`src/rtl/fifo_uart_tx.sv`:
```
// UART-style serial transmitter that drains a show-ahead FIFO read port.
// One start bit, WIDTH data bits LSB first, one stop bit; frames stream back-to-back.
module fifo_uart_tx #(
    parameter int unsigned WIDTH        = 4,
    parameter int unsigned CLKS_PER_BIT = 16
) (
    input  logic             rclk,
    input  logic             rst_i,
    input  logic [WIDTH-1:0] dat_i,
    input  logic             empty,
    output logic             rd_o,
    output logic             tx_o,
    output logic             busy_o
);

    localparam int unsigned TW = (CLKS_PER_BIT > 1) ? $clog2(CLKS_PER_BIT) : 1;
    localparam int unsigned IW = (WIDTH > 1) ? $clog2(WIDTH) : 1;

    typedef enum logic [1:0] {StIdle, StStart, StData, StStop} state_e;

    state_e           state_q, state_d;
    logic [TW-1:0]    tmr_q, tmr_d;
    logic [IW-1:0]    idx_q, idx_d;
    logic [WIDTH-1:0] shift_q, shift_d;
    logic             tx_q, tx_d;
    logic             busy_q, busy_d;
    logic             bit_end;
    logic             pop;

    always_comb begin
        bit_end = (tmr_q == TW'(CLKS_PER_BIT - 1));
        // Gated by reset so a non-empty FIFO is never popped while held in reset.
        pop     = !rst_i && !empty &&
                  ((state_q == StIdle) || ((state_q == StStop) && bit_end));

        state_d = state_q;
        tmr_d   = tmr_q;
        idx_d   = idx_q;
        shift_d = shift_q;
        tx_d    = tx_q;
        busy_d  = busy_q;

        if (state_q != StIdle) begin
            tmr_d = bit_end ? '0 : tmr_q + TW'(1);
        end

        case (state_q)
            StStart: begin
                if (bit_end) begin
                    state_d = StData;
                    idx_d   = '0;
                    tx_d    = shift_q[0];
                end
            end
            StData: begin
                if (bit_end) begin
                    if (idx_q == IW'(WIDTH - 1)) begin
                        state_d = StStop;
                        tx_d    = 1'b1;
                    end else begin
                        shift_d = shift_q >> 1;
                        idx_d   = idx_q + IW'(1);
                        tx_d    = shift_d[0];
                    end
                end
            end
            StStop: begin
                if (bit_end) begin
                    state_d = StIdle;
                    busy_d  = 1'b0;
                end
            end
            default: ;
        endcase

        // A pop from IDLE or the last stop cycle starts a new frame with no gap.
        if (pop) begin
            shift_d = dat_i;
            state_d = StStart;
            tmr_d   = '0;
            tx_d    = 1'b0;
            busy_d  = 1'b1;
        end
    end

    always_ff @(posedge rclk or posedge rst_i) begin
        if (rst_i) begin
            state_q <= StIdle;
            tmr_q   <= '0;
            idx_q   <= '0;
            shift_q <= '0;
            tx_q    <= 1'b1;
            busy_q  <= 1'b0;
        end else begin
            state_q <= state_d;
            tmr_q   <= tmr_d;
            idx_q   <= idx_d;
            shift_q <= shift_d;
            tx_q    <= tx_d;
            busy_q  <= busy_d;
        end
    end

    assign rd_o   = pop;
    assign tx_o   = tx_q;
    assign busy_o = busy_q;

endmodule

```
`config.mk`:
```
export PLATFORM = sky130hd
export DESIGN_NAME = fifo_uart_tx
export DESIGN_NICKNAME = d
export VERILOG_FILES = /design/src/rtl/fifo_uart_tx.sv
export SDC_FILE = /design/constraint.sdc
export NUM_CORES = 1
export LEC_CHECK = 0
export ABC_AREA = 1
export CAP_MARGIN = 40
export CORE_MARGIN = 1
export CORE_UTILIZATION = 57
export DETAILED_ROUTE_END_ITERATION = 16
export HOLD_SLACK_MARGIN = 0.06
export MAX_ROUTING_LAYER = met4
export PLACE_DENSITY = 0.82
export SETUP_SLACK_MARGIN = 0.2
export SLEW_MARGIN = 5
export SYNTH_ARGS = -nofsm -noshare
export SYNTH_HDL_FRONTEND = slang
export SYNTH_SLANG_ARGS = --single-unit
```
`constraint.sdc`:
```
create_clock -name rclk -period 3.8 [get_ports rclk]
set_input_delay 0.76 -clock rclk [delete_from_list [all_inputs] [get_ports rclk]]
set_output_delay 0.76 -clock rclk [all_outputs]
set_load 0.01 [all_outputs]
```
* Word level (Yosys, flattened, before mapping) *
Cells that the tools add are included.

storage, ports and cells
  memories = 0
  bits in writable memories = 0
  bits in read-only memories = 0
  bits in registers = 14
  logic and storage cells = 65
  latch bits = 0
  input bits = 7
  output and inout bits = 3

operators by class
  divide/modulo/power cells = 0
  equal/unequal tests = 13
  shift operators = 0
  magnitude comparators = 0
  bitwise logic cells = 0
  multipliers = 0
  add/sub/neg operators = 2
  reductions and logical operators = 20
  mux-type cells = 24

operators with widths
  kind                 count
  $mux 4               7
  $mux 2               7
  $ne 3x3->1 const B   4
  $reduce_bool 2->1    6
  $ne 2x2->1 const B   4
  $mux 1               7
  $eq 2x2->1 const B   3
  $pmux 2 s3           1
  $reduce_and 3->1     2
  $reduce_and 5->1     1
  $add 4x1->4 const B  1
  $eq 4x4->1 const B   1
  $pmux 2 s2           1
  $reduce_and 4->1     1
  $reduce_bool 4->1    1
  $logic_and 1x1->1    3
  $reduce_bool 3->1    1
  $add 2x1->2 const B  1
  $eq 2x1->1 const B   1
  $logic_not 1->1      2
  $logic_not 2->1      1
  $pmux 1 s2           1
  $reduce_and 2->1     1
  $logic_or 1x1->1     1

* Logic depth before layout (Yosys ltp) *
Gate-level depths: netlist (run 1).

  depth after elaboration = 6
  mapped depth = 9
  gate-level depth less buffers = 9

* Worst setup path before layout (run 1) *
Ideal clock, no wire load.

  path type = in2out
  from = in rst_i
  to = out rd_o
  stages = 3
  buffers on the path = 0
  data arrival time = 1,053 ps
  setup slack = 1,987 ps
  cells stage by stage = nor2_8 > nand2_4 > inv_2

between the ends
  longest elaborated chain between the ends = 3

RTL lines
  item                             line  RTL
  start: declaration               8     input logic rst_i,
  $logic_not 1->1 (no line)        n/a
  $logic_and 1x1->1 (2 in series)  33    pop = !rst_i && !empty &&
  end: declaration                 11    output logic rd_o,

Every way passes these cells.

* Worst setup path in the final report (run 1) *
Same ends and word-level chain as after synthesis.

==> metrics.md, run 1 <==
| Metric | Value |
|---|---|
| Post-Syn Area | about 860 um^2 |
| First-pass iteration count of the detailed router | 4 |
| CTS tree | done |
| CTS Buffer Depth | 2 |
| PnR worst setup slack | between 0.7 and 0.8 ns |
| Synth unique cells | 21 |
| Vias in the first global route | approximately 620 |
| Filler Cell Count | around 110 |
| Detailed Route WL | 1.61 mm |
| Leading post-synthesis cells by cell area | dfrtp_1 (38%), nand2_1 (16%), ha_1 (8.7%) |
| DP HPWL | around 1.2 mm |
| Clk sinks | 14 |
| Share of the synthesized area in the top cell type | 0.378 |
| Cell Chain, Critical Path | clkdlybuf4s50_1, nor2_8, nand2_4, inv_2, clkdlybuf4s50_1 |
| Combinational share of power | 0.484 |
| Worst setup path class | in2out |
| ANT nets after route | 0 |
| WP depth | 5 |
| Area Growth Syn to Fin | 14.4% |
| Via density | between 5 and 6 |
| Slowest cell on crit path | clkdlybuf4s50_1 |
| CP required | 3.04 ns |
| Slew Viols, Final | 0 |
| Max-capacitance violation count | 0 |
| Layout Cells excl Fill | approximately 130 |
| Die X | 40.8 um |
| Yosys reg bits | 14 |
| Fin crit period | roughly 3 ns |
| FMAX | between 300 and 400 MHz |
| Post-CTS Setup Inserts | 0 |
| Clock-pin slew on the worst setup and hold paths | around 0.08 ns |
| Setup violators final | 0 |
| Family with the most delay on the worst path | buffers and inverters |
| Synth area leader | dfrtp_1 |
| Most used cell, CP | clkdlybuf4s50_1 |
| Internal power | about 0.38 mW |
| Leakage | 0.549 nW |
| Top Ports | 10 |
| Routed wire per std cell | between 10 and 15 um |
| Crit-path max cell delay | about 0.53 ns |
| Outcome | finished clean |
| Final #Nets | 131 |
| RSZ-0062 raised after global routing | no |
| Most frequent cells after synthesis | nand2_1 (36), dfrtp_1 (13), inv_1 (11) |
| Number of synthesized flops with an enable pin | 0 |
| DRC errors left | 0 |
| Avg Cell Area, Syn | slightly above 8 um^2 |
| Syn. warnings | 0 |
| Clock Latency Late Sink | 0.28 ns |
| Initial antenna violation count | 0 |
| Core area | 0.00135 mm^2 |
| Worst hold path type | reg2reg |
| Routed via count | 703 |
| GRT Util Overall | 0.238 |
| Worst EP arrival | about 2.3 ns |
| Clock power share | 0.132 |
| Antenna fix cells | 0 |
| H-tree lvl count | 1 |
| Max rail drop VDD | 0.384 mV |
| R2R depth | 7 |
| Post-route cell area | around 1000 um^2 |
| Largest net degree at the start of global routing | 19 |
| Area of the die | about 0.0017 mm^2 |
| First-pass GRT wire length | about 2.5 mm |
| I/O Buffers | 9 |
| Initial Util | 0.637 |
| Setup crit start kind | primary input |
| Util after Layout | 0.728 |
| Post-synth net total | about 120 |
| Pre-CTS setup slack | 0.768 ns |
| Total power | 0.680 mW |
| Reg power frac | 0.384 |
| Post-route clock period utilization | 0.798 |
| Most instantiated library cell after synthesis | nand2_1 |
| Normalized max-slew margin | 0.642 |
| Sw power | 0.299 mW |
| Num rows | 13 |
| Worst hold stages | 2 |
| Setup TNS | 0 ns |
| Worst slew pin tran | between 0.5 and 0.6 ns |
| Power Density | ~690 mW/mm^2 |
| Register area share after synthesis | 0.409 |
| R2r setup slk | roughly 2.3 ns |
| Setup Skew | roughly 0.0073 ns |
| Sw Ratio | 0.439 |
| Top FF cell, synth | dfrtp_1 |
| Critical Path Sink Type | primary output |
| GPL Wtd Cong | 0.868 |
| GRT overflow | 0 |
| Hold_ws | around 0.49 ns |
| Initial DRC Count | 9 |
| Worst-path fanout max | 18 |
| Total CTS buffers | 3 |
| Dpl cells | ~130 |
| Asr flop ratio synth | 1.00 |
| Root buf cell | clkbuf_4 |
| Resized Gates After CTS | 0 |
| Placed inst area | about 960 um^2 |
| Share of cells above drive strength 1 | 0.111 |
| Die Span Y | 40.8 um |
| Synth Instances | about 110 |
| Crit path buffers/inverters | 3 |
| Cts hold-fix bufs | 0 |
| Final Hold Vio Count | 0 |
placed cells by master, fill, tap and decap left out, types with 3 or more instances in the layout:
cell,n
inv_1,11
nor2_1,5
clkbuf_4,3
ha_1,6
dfrtp_1,13
o211ai_1,4
nand3_1,10
clkdlybuf4s50_1,9
a21oi_1,3
nand2_1,36
per-layer routing:
layer,wire (um),global-route usage,up-vias
li1,-,-,367
met1,784,0.282,316
met2,740,0.383,14
met3,40,0.0326,6
met4,48,0.133,0
met5,0,-,-
layout make-up:
| type | count | area (um^2) | area share |
|---|---|---|---|
| Inverter | 13 | 48.8 | 0.0496 |
| Timing Repair Buffer | 9 | 90.1 | 0.0916 |
| Sequential cell | 14 | 352 | 0.358 |
| Tap cell | 15 | 18.8 | 0.0191 |
| Clock buffer | 4 | 26.3 | 0.0267 |
| Multi-Input combinational cell | 77 | 448 | 0.455 |
worst register-to-register path, delay by kind of cell (launching register included):
kind,cells,cell delay [ns]
AO/OA/AOI/OAI,1,0.20
flip-flops,1,0.42
AND/OR/NAND/NOR,2,0.28
adder cells (fa/ha/maj),1,0.20
buffers and inverters,3,0.33
path summary, 6_finish.rpt:
kind	from	to
setup reg to reg	state_q[0]$_DFFE_PP0P_	shift_q[1]$_DFFE_PP0P_
hold / removal	tx_o$_DFFE_PP1P_	tx_o$_DFFE_PP1P_
max in group asynchronous	rst_i	tx_o$_DFFE_PP1P_
setup / recovery	rst_i	rd_o
hold reg to reg	tx_o$_DFFE_PP1P_	tx_o$_DFFE_PP1P_
min in group asynchronous	rst_i	shift_q[3]$_DFFE_PP0P_
flip-flops by register name, indices dropped and copies added (netlist names):
name     count
idx_q        2
busy_o       1
shift_q      4
state_q      2
tx_o         1
tmr_q        4
power by group through the flow:
stage / Clock (mW) / Sequential [mW] / Combinational [mW]
5_1_grt: 0.0959 / 0.270 / 0.376
3_3_place_gp: 0 / 0.260 / 0.316
6_report: 0.0898 / 0.261 / 0.329
3_5_place_dp: 0 / 0.263 / 0.330
4_1_cts: 0.0906 / 0.261 / 0.331
2_1_floorplan: 0 / 0.253 / 0.257
cell families after synthesis:
logic type / count (synthesis) / share of synthesized area
XOR/XNOR: 2 / 0.0204
flip-flops: 14 / 0.409
adder cells (fa/ha/maj): 6 / 0.0873
buffers and inverters: 14 / 0.0699
AO/OA/AOI/OAI: 13 / 0.100
AND/OR/NAND/NOR: 56 / 0.313
(Power assumes the default switching activity.)
==> inputs of run 2 (changes only) <==
- CORE_UTILIZATION: 57 -> 53
- PLACE_DENSITY: 0.82 -> 0.77
- clock period: 3.8 -> 2.99 ns (I/O delays scaled with it)
==> run 2 against run 1 <==
Utilization shrank 7.3 points. Count of clock-buffer cells in the layout stayed put. Sequential share of layout area decreased by 0.14 points. Non-clock buffer count did not move. First-iteration DRC count shrank 11%. Cell count is 0.76% higher. Worst hold slack worse by 0.0070 ns. Die area up 7.2%. Register-to-register slack worse by 0.85 ns. Critical path depth stayed put. Flip-flop and latch count unchanged. Setup slack got worse by 0.43 ns. Critical endpoint unchanged. Largest cell class unchanged. Largest power group unchanged.
==> metrics.md, run 2 (synthesis results as in run 1) <==
| Metric | Value |
|---|---|
| Outcome | finished clean |
| Commonest non-fill, non-tap cell in the layout | nand2_1 |
| Filler Cell Count | between 100 and 150 |
| GPL Wtd Cong | 0.866 |
| Worst EP arrival | a little over 2 ns |
| Max rail drop VDD | 0.405 mV |
| Detailed Route WL | around 1.4 mm |
| First-pass iteration count of the detailed router | 4 |
| Critical Path Sink Type | primary output |
| Leakage | between 0.5 and 0.6 nW |
| Clock power share | 0.127 |
| Reg power frac | 0.392 |
| H-tree lvl count | 1 |
| Die X | 42.3 um |
| Crit-path max cell delay | approximately 0.53 ns |
| Crit path buffers/inverters | 3 |
| Area Growth Syn to Fin | 14.8% |
| Vias in the first global route | 620 |
| Post-route clock period utilization | 0.886 |
| Setup crit start kind | primary input |
| Initial DRC Count | 8 |
| Clock-pin slew on the worst setup and hold paths | approximately 0.070 ns |
| Share of cells above drive strength 1 | 0.111 |
| Initial Util | 0.571 |
| Final Hold Vio Count | 0 |
| FMAX | roughly 380 MHz |
| GRT Util Overall | 0.196 |
| Largest net degree at the start of global routing | 19 |
| R2R depth | 7 |
| Global routing usage on met1 | 0.276 |
| Worst hold path type | reg2reg |
| Routed via count | approximately 700 |
| Biggest registers after layout | shift_q: 4 flops, tmr_q: 4 flops |
| Via density | between 5 and 6 |
| Family with the most delay on the worst path | buffers and inverters |
| R2r setup slk | roughly 1.4 ns |
| I/O Buffers | 9 |
| Slew Viols, Final | 0 |
| Most used cell, CP | clkdlybuf4s50_1 |
| Met3 Use GR | 0.0259 |
| Worst setup path class | in2out |
| R2R Path End | shift_q[1]$_DFFE_PP0P_ |
| CTS tree | done |
| GR Util met2 | 0.280 |
| CTS Buffer Depth | 2 |
| Core area | 0.00151 mm^2 |
| Root buf cell | clkbuf_4 |
| First-pass GRT wire length | between 2 and 3 mm |
| Total CTS buffers | 3 |
| Cell Chain, Critical Path | clkdlybuf4s50_1, nor2_8, nand2_4, inv_2, clkdlybuf4s50_1 |
| GR peak layer | met2 |
| Final #Nets | around 130 |
| Worst R2R Start | state_q[0]$_DFFE_PP0P_ |
| RSZ-0062 raised after global routing | no |
| Internal power | about 0.48 mW |
| Die Span Y | roughly 42 um |
| Routed wire per std cell | between 10 and 15 um |
| Setup violators final | 0 |
| ANT nets after route | 0 |
| Initial antenna violation count | 0 |
| Power Density | between 800 and 900 mW/mm^2 |
| Clk sinks | 14 |
| GRT overflow | 0 |
| Sw Ratio | 0.431 |
| Cts hold-fix bufs | 0 |
| Worst-path fanout max | 18 |
| Area of the die | 0.00179 mm^2 |
| Most frequent cells in the layout | nand2_1 (36), dfrtp_1 (13), inv_1 (11) |
| Normalized max-slew margin | 0.648 |
| Combinational share of power | 0.480 |
| DP HPWL | 1.12 mm |
| Max-capacitance violation count | 0 |
| Total power | around 0.85 mW |
| Setup Skew | about 0.0091 ns |
| Num rows | 14 |
| CP required | 2.39 ns |
| Crit. Startpoint | empty |
| Fin crit period | approximately 2.6 ns |
| Sw power | between 0.3 and 0.4 mW |
| Slowest cell on crit path | clkdlybuf4s50_1 |
| DRC errors left | 0 |
| Setup TNS | 0 ns |
| WP depth | 5 |
| Top Ports | 10 |
| Antenna fix cells | 0 |
| Clock Latency Late Sink | roughly 0.27 ns |
| Worst slew pin tran | between 0.5 and 0.6 ns |
| Critical path capture point | rd_o |
run 2: per-stage QoR:
step | utilization | std cells | setup WS, ns | cell area, um^2 | hold WS [ns]
detailed placement | 0.636 | 129 | 0.286 | 958 | 0.468
floorplan | - | 105 | 1.40 | 860 | 0.445
global route | 0.655 | 133 | 0.242 | 987 | 0.520
CTS | 0.654 | 133 | 0.286 | 985 | 0.485
finish | 0.655 | 133 | 0.340 | 987 | 0.480
global placement | 0.636 | 129 | 0.308 | 958 | 0.459
run 2: layer usage:
metal  share of wire  up-vias
met3           0.024        2
li1                -      364
met4          0.0083        0
met2            0.44       10
met1            0.53      328
met5               0        -
run 2: layout make-up:
cell class                 count  area, um^2  area share
multi-input combinational     77         448       0.454
sequential                    14         352       0.356
timing repair buffer           9        92.6      0.0938
inverter                      13        48.8      0.0494
clock buffer                   4        26.3      0.0266
tap                           16        20.0      0.0203
run 2: what timing repair did:
| item | CTS | global route |
|---|---|---|
| setup buffers | 0 | 0 |
| endpoints found under the setup margin | 0 | 1 |
| endpoints found under the hold margin | 0 | 0 |
| resized for setup | 0 | 1 |
run 2: worst min-delay path by stage:
stage	start	end	slack (ns)	cells past startpoint
2_1_floorplan	idx_q[1]$_DFFE_PP0P_	idx_q[1]$_DFFE_PP0P_	0.45	2
3_3_place_gp	idx_q[1]$_DFFE_PP0P_	idx_q[1]$_DFFE_PP0P_	0.46	2
3_5_place_dp	idx_q[1]$_DFFE_PP0P_	idx_q[1]$_DFFE_PP0P_	0.47	2
4_1_cts	idx_q[1]$_DFFE_PP0P_	idx_q[1]$_DFFE_PP0P_	0.48	2
5_1_grt	tx_o$_DFFE_PP1P_	tx_o$_DFFE_PP1P_	0.52	2
6_report	idx_q[1]$_DFFE_PP0P_	idx_q[1]$_DFFE_PP0P_	0.48	2
run 2: worst reg2reg max path, stage by stage, from the launching register on:
cell,delay [ns]
dfrtp_1,0.43
inv_1,0.10
ha_1,0.21
inv_2,0.07
nor2_1,0.23
inv_1,0.16
o211ai_1,0.20
nand2_1,0.07
run 2: power by group through the flow:
stage          registers [mW]  clock network [mW]  logic (mW)
5_1_grt                 0.345               0.122       0.468
3_5_place_dp            0.337                   0       0.408
3_3_place_gp            0.331                   0       0.402
6_report                0.334               0.108       0.409
4_1_cts                 0.333               0.113       0.411
2_1_floorplan           0.322                   0       0.327
